## src/rtl/calc_scheduler_pkg.sv

```systemverilog
// Shared definitions for the two-requester line-job scheduler.
package calc_scheduler_pkg;

   localparam int NUM_REQ     = 2;
   localparam int DEF_LINES   = 64;
   localparam int DEF_IDX_W   = 6;
   localparam int DEF_TIMEOUT = 255;

   typedef enum logic [2:0] {
      S_IDLE  = 3'd0,
      S_LOAD  = 3'd1,
      S_REG   = 3'd2,
      S_CAL   = 3'd3,
      S_WAIT  = 3'd4,
      S_WRITE = 3'd5,
      S_FIN   = 3'd6
   } state_t;

endpackage

```

## src/rtl/calc_scheduler_rr_arbiter_2.sv

```systemverilog
// Two-way round-robin arbiter; remembers which requester finished last.
module rr_arbiter_2
   import calc_scheduler_pkg::*;
(
   input  logic               clk,
   input  logic               rst,
   input  logic [NUM_REQ-1:0] req,
   input  logic               update,
   input  logic               owner,
   output logic [NUM_REQ-1:0] grant
);

   // 1 means requester 1 was served last, so requester 0 wins a tie
   logic last;

   // Record the owner of each finished job; reset favours requester 0
   always_ff @(posedge clk) begin
      if (!rst) begin
         last <= 1'b1;
      end else if (update) begin
         last <= owner;
      end
   end

   // Single request wins outright; a tie goes to the one not served last
   always_comb begin
      grant = '0;
      case (req)
         2'b01:   grant = 2'b01;
         2'b10:   grant = 2'b10;
         2'b11:   grant = last ? 2'b01 : 2'b10;
         default: grant = '0;
      endcase
   end

endmodule

```

## src/rtl/calc_scheduler.sv

```systemverilog
// Job scheduler sharing one line datapath between two requesters.
// Each job loads an input set, then walks LINES lines through
// register load, calc handshake (with watchdog) and output write.
module calc_scheduler
   import calc_scheduler_pkg::*;
#(
   parameter int LINES   = DEF_LINES,
   parameter int IDX_W   = DEF_IDX_W,
   parameter int TIMEOUT = DEF_TIMEOUT
)
(
   input  logic               clk,
   input  logic               rst,
   input  logic [NUM_REQ-1:0] req,
   input  logic               cal_done,
   input  logic               out_ready,
   output logic [NUM_REQ-1:0] gnt,
   output logic [IDX_W-1:0]   line_index,
   output logic               read_file,
   output logic               write_reg,
   output logic               cal_start,
   output logic               write_file,
   output logic [NUM_REQ-1:0] done,
   output logic               err,
   output logic               busy
);

   localparam int                WD_W     = (TIMEOUT > 0) ? $clog2(TIMEOUT + 1) : 1;
   localparam logic [IDX_W-1:0]  LAST_IDX = IDX_W'(LINES - 1);
   localparam logic [WD_W-1:0]   WD_LIMIT = WD_W'(TIMEOUT);

   state_t             state, state_nx;
   logic [NUM_REQ-1:0] gnt_nx;
   logic [IDX_W-1:0]   idx_nx;
   logic [WD_W-1:0]    wdog, wdog_nx;
   logic               abort, abort_nx;
   logic [NUM_REQ-1:0] arb_grant;

   rr_arbiter_2 u_arb (
      .clk    (clk),
      .rst    (rst),
      .req    (req),
      .update (state == S_FIN),
      .owner  (gnt[1]),
      .grant  (arb_grant)
   );

   // State, owner, line counter, watchdog and abort flag registers
   always_ff @(posedge clk) begin
      if (!rst) begin
         state      <= S_IDLE;
         gnt        <= '0;
         line_index <= '0;
         wdog       <= '0;
         abort      <= 1'b0;
      end else begin
         state      <= state_nx;
         gnt        <= gnt_nx;
         line_index <= idx_nx;
         wdog       <= wdog_nx;
         abort      <= abort_nx;
      end
   end

   // Next-state logic; req is only looked at in IDLE, cal_done only in WAIT
   always_comb begin
      state_nx = state;
      gnt_nx   = gnt;
      idx_nx   = line_index;
      wdog_nx  = wdog;
      abort_nx = abort;
      case (state)
         S_IDLE: begin
            if (req != '0) begin
               gnt_nx   = arb_grant;
               abort_nx = 1'b0;
               state_nx = S_LOAD;
            end
         end
         S_LOAD: begin
            idx_nx   = '0;
            state_nx = S_REG;
         end
         S_REG: begin
            state_nx = S_CAL;
         end
         S_CAL: begin
            wdog_nx  = '0;
            state_nx = S_WAIT;
         end
         S_WAIT: begin
            if (cal_done) begin
               state_nx = S_WRITE;
            end else begin
               wdog_nx = wdog + WD_W'(1);
               // Abort once the wait reaches TIMEOUT cycles
               if ((TIMEOUT != 0) && (wdog_nx == WD_LIMIT)) begin
                  abort_nx = 1'b1;
                  state_nx = S_FIN;
               end
            end
         end
         S_WRITE: begin
            if (out_ready) begin
               if (line_index == LAST_IDX) begin
                  state_nx = S_FIN;
               end else begin
                  idx_nx   = line_index + IDX_W'(1);
                  state_nx = S_REG;
               end
            end
         end
         S_FIN: begin
            gnt_nx   = '0;
            state_nx = S_IDLE;
         end
         default: begin
            state_nx = S_IDLE;
         end
      endcase
   end

   // Strobes decoded from state; write_file is also qualified by out_ready
   always_comb begin
      read_file  = (state == S_LOAD);
      write_reg  = (state == S_REG);
      cal_start  = (state == S_CAL);
      write_file = (state == S_WRITE) && out_ready;
      done       = (state == S_FIN) ? gnt : '0;
      err        = (state == S_FIN) && abort;
      busy       = (state != S_IDLE);
   end

endmodule
```

## config.mk

```make
export PLATFORM = sky130hd
export DESIGN_NAME = calc_scheduler
export DESIGN_NICKNAME = d
export VERILOG_FILES = /design/src/rtl/calc_scheduler_pkg.sv /design/src/rtl/calc_scheduler_rr_arbiter_2.sv /design/src/rtl/calc_scheduler.sv
export SDC_FILE = /design/constraint.sdc
export NUM_CORES = 1
export LEC_CHECK = 0
export CAP_MARGIN = 15
export CORE_MARGIN = 2
export CORE_UTILIZATION = 45
export DETAILED_ROUTE_END_ITERATION = 8
export GPL_TIMING_DRIVEN = 0
export PLACE_DENSITY = 0.79
export SLEW_MARGIN = 20
export SYNTH_ARGS = -nofsm -noshare
export SYNTH_HDL_FRONTEND = slang
export SYNTH_SLANG_ARGS = --single-unit
```

## constraint.sdc

```tcl
create_clock -name clk -period 3.2 [get_ports clk]
set_clock_uncertainty 0.2 [all_clocks]
set_input_delay 0.64 -clock clk [delete_from_list [all_inputs] [get_ports clk]]
set_output_delay 0.64 -clock clk [all_outputs]
set_load 0.005 [all_outputs]
```

==> impl_metrics.tcl <==
set metrics [dict create \
    source_to_sink_clock_delay_at_the_later_pin_of_the_worst_skew_pair_ns 0.31 \
    critical-path-max-stage-delay_ns 0.50 \
    period_utilisation_layout_pct 92.6 \
    cp-end-kind "primary output" \
    timing.critical_path.cells "clkbuf_1 > nand2_1 > or2_2 > nor2_1 > clkdlybuf4s50_1" \
    cts_hold_buf 0 \
    arrival_ns 2.12 \
    nFillCells 247 \
    postSynthAreaPerCell_um2 8.12 \
    die_area_um2 3060 \
    wire_per_inst_um 13.4 \
    worst_path_required_ns 2.36 \
    min-delay-start "abort$_SDFFE_PN0P_" \
    finalSetupViolations 0 \
    irDropWorstVdd_mv 0.265 \
    synth_sequential_area_ratio_pct 35.5 \
    global_route_wire_length_before_repair_um 4370 \
    holdCritPathClass "reg2reg" \
    placement_row_count 18 \
    finalCriticalPeriod_ns 2.96 \
    htree_num_levels 1 \
    synth.top_cells.by_area "sky130_fd_sc_hd__dfxtp_1, sky130_fd_sc_hd__a21oi_1, sky130_fd_sc_hd__nor2_1, sky130_fd_sc_hd__ha_1, sky130_fd_sc_hd__or4_1" \
    core_outline_area_um2 2480 \
    maxCapViolCount 0 \
    crit_path_start_kind "flip-flop" \
    remaining_drc_errors 0 \
    synthArstFlopShare_pct 0 \
    routabilityCongestion 0.809 \
    synth_top_cell_area_share_pct 35.5 \
    synth-edff-count 0 \
    via_per_inst 5.77 \
    drtPass1Iterations 4 \
    synth_area_leader_cell "sky130_fd_sc_hd__dfxtp_1" \
    chipHeight_um 55.3 \
    post-cts-setup-buffer-count 0 \
    overall_die_width_um 55.3 \
    timing_max_transition_violations_final 0 \
    global_route_overflow 0 \
    first_iter_violations 50 \
    total_power_w 0.000517 \
    port_buffers 21 \
    grt_setup_unrepaired "no" \
    boundaryPins 22 \
    power_density_nw_per_um2 354 \
    flop_and_latch_count_out_of_synthesis 21 \
    achievable-frequency_ghz 0.337 \
    postRouteAntennaNets 0 \
    worst-path-max-fanout 10 \
    static-leakage-power_nw 0.507 \
    layout-drive-gt1-share_pct 5.85 \
    netlist_instances 146 \
    floorplan.initialDensity_pct 47.8 \
    post_route_standard_cell_area_excluding_fillers_um2 1460 \
    insertedDiodeCount 0 \
    cts-root-buf "sky130_fd_sc_hd__clkbuf_4" \
    detailed_placement_hpwl_um 1990 \
    cts_inserted_buffers 3 \
    antenna_violations_before_repair 0 \
    layout.cells.most_common_list "sky130_fd_sc_hd__dfxtp_1, sky130_fd_sc_hd__clkdlybuf4s50_1, sky130_fd_sc_hd__a21oi_1" \
    clock_path_buffers 2 \
    worst-slew-pin-transition_ns 0.750 \
    synthToLayoutAreaGrowth_pct 23.2 \
    cts.sink_count 21 \
    design.final.nets 181 \
    cts_tree "done" \
    mappedNetlistNets 155 \
    first_global_vias 976 \
    setup_total_negative_slack_ns 0 \
    ys_warn_count 0 \
    final-hold-violation-count 0 \
    worst_r2r_startpoint "wdog[2]$_SDFFE_PN0P_" \
    detailed_place.area_um2 1430 \
    dominantRegCellSynth "sky130_fd_sc_hd__dfxtp_1" \
    finalWirelength_um 2700 \
    ys_types 41 \
    synth.cell_area_um2 1180 \
    worst-setup-path-type "reg2out" \
    clkTransAtPathRegs_ns 0.12 \
    worst_path_max_delay_cell "sky130_fd_sc_hd__clkdlybuf4s50_1" \
    crit_path_start "state[2]$_SDFFE_PN0P_" \
    via_count 1160 \
    cts_resized 0 \
    remaining_max_slew_budget_at_the_tightest_pin_pct 49.9 \
    final_core_utilization_pct 58.9 \
    largest_net_degree_at_the_start_of_global_routing 13 \
    outcome "completed" \
    grt_usage_pct 16.9 \
]
-- per-stage QoR --
step | setup slack, ns | hold WS, ns | instances
after global routing | 0.0943 | 0.305 | 201
after CTS | 0.238 | 0.293 | 201
final | 0.236 | 0.292 | 201
after detailed placement | 0.436 | 0.275 | 197
after floorplan | 1.07 | 0.235 | 146
after global placement | 0.494 | 0.252 | 197
-- cells in the mapped netlist, types with 2 or more instances --
master and instances:
sky130_fd_sc_hd__nand3_1 6, sky130_fd_sc_hd__o211ai_1 3, sky130_fd_sc_hd__nand2_1 8, sky130_fd_sc_hd__ha_1 3, sky130_fd_sc_hd__and2_1 3, sky130_fd_sc_hd__mux2i_1 2, sky130_fd_sc_hd__or3_1 4, sky130_fd_sc_hd__nor2b_1 3
sky130_fd_sc_hd__clkbuf_1 3, sky130_fd_sc_hd__o21ai_0 7, sky130_fd_sc_hd__and3b_1 2, sky130_fd_sc_hd__or4_1 5, sky130_fd_sc_hd__nand3b_1 3, sky130_fd_sc_hd__nor2_1 15, sky130_fd_sc_hd__a31oi_1 3, sky130_fd_sc_hd__nand4_1 4
sky130_fd_sc_hd__and3_1 2, sky130_fd_sc_hd__a21boi_0 2, sky130_fd_sc_hd__inv_1 7, sky130_fd_sc_hd__a21oi_1 16, sky130_fd_sc_hd__dfxtp_1 21, sky130_fd_sc_hd__nand2b_1 3, sky130_fd_sc_hd__o31ai_1 3
-- logic make-up (layout without fill, tap and decap cells) --
logic type / after synthesis / in the layout / share of synthesized area (%)
AO/OA/AOI/OAI: 42 / 42 / 22.8
multiplexers: 2 / 2 / 1.69
flip-flops: 21 / 21 / 35.5
buffers and inverters: 13 / 38 / 5.17
XOR/XNOR: 2 / 2 / 1.48
AND/OR/NAND/NOR: 63 / 63 / 30.2
adder cells (fa/ha/maj): 3 / 3 / 3.17
-- critical path: cells and delay by family, from the launching register on --
kind,cells,cell delay [ns]
buffers and inverters,2,0.84
flip-flops,1,0.43
AND/OR/NAND/NOR,3,0.54
-- layout make-up --
type / instances / area, um2 / area share, %
flip-flops and latches: 21 / 420 / 28.8
multi-input cells: 112 / 703 / 48.2
repair buffers: 21 / 210 / 14.4
well taps: 30 / 37.5 / 2.57
clock buffers: 3 / 22.5 / 1.54
clock inverters: 1 / 5.00 / 0.343
inverters: 7 / 26.3 / 1.80
plain buffers: 6 / 35.0 / 2.40
-- where the power goes --
| part | internal (W) | leakage (nW) | total, W | switching (W) |
|---|---|---|---|---|
| clock network | 0.0000467 | 0.0177 | 0.000131 | 0.0000843 |
| logic | 0.0000527 | 0.319 | 0.000107 | 0.0000542 |
| registers | 0.000270 | 0.170 | 0.000279 | 0.00000888 |
| total | 0.000370 | 0.507 | 0.000517 | 0.000147 |
-- state kept, by name (all words and copies together), names as in the netlist --
register / cells
wdog: 8
line_index: 6
state: 3
gnt: 2
abort: 1
u_arb.last: 1
-- path summary, 6_finish.rpt --
path	slack, ns	depth (start not counted)	to
max	0.24	5	err
min	0.29	2	abort$_SDFFE_PN0P_
max reg2reg	1.15	4	state[1]$_SDFFE_PN0P_
min reg2reg	0.29	2	abort$_SDFFE_PN0P_
-- routing by layer --
metal  wire length (um)  track usage (%)  up-vias
met5                  0                0        -
met4                 10             2.09        0
met3                131             3.51        2
met2               1240             27.7       32
met1               1310             23.6      536
li1                   -                -      590
Note: power is estimated with default switching activity, not from simulation.
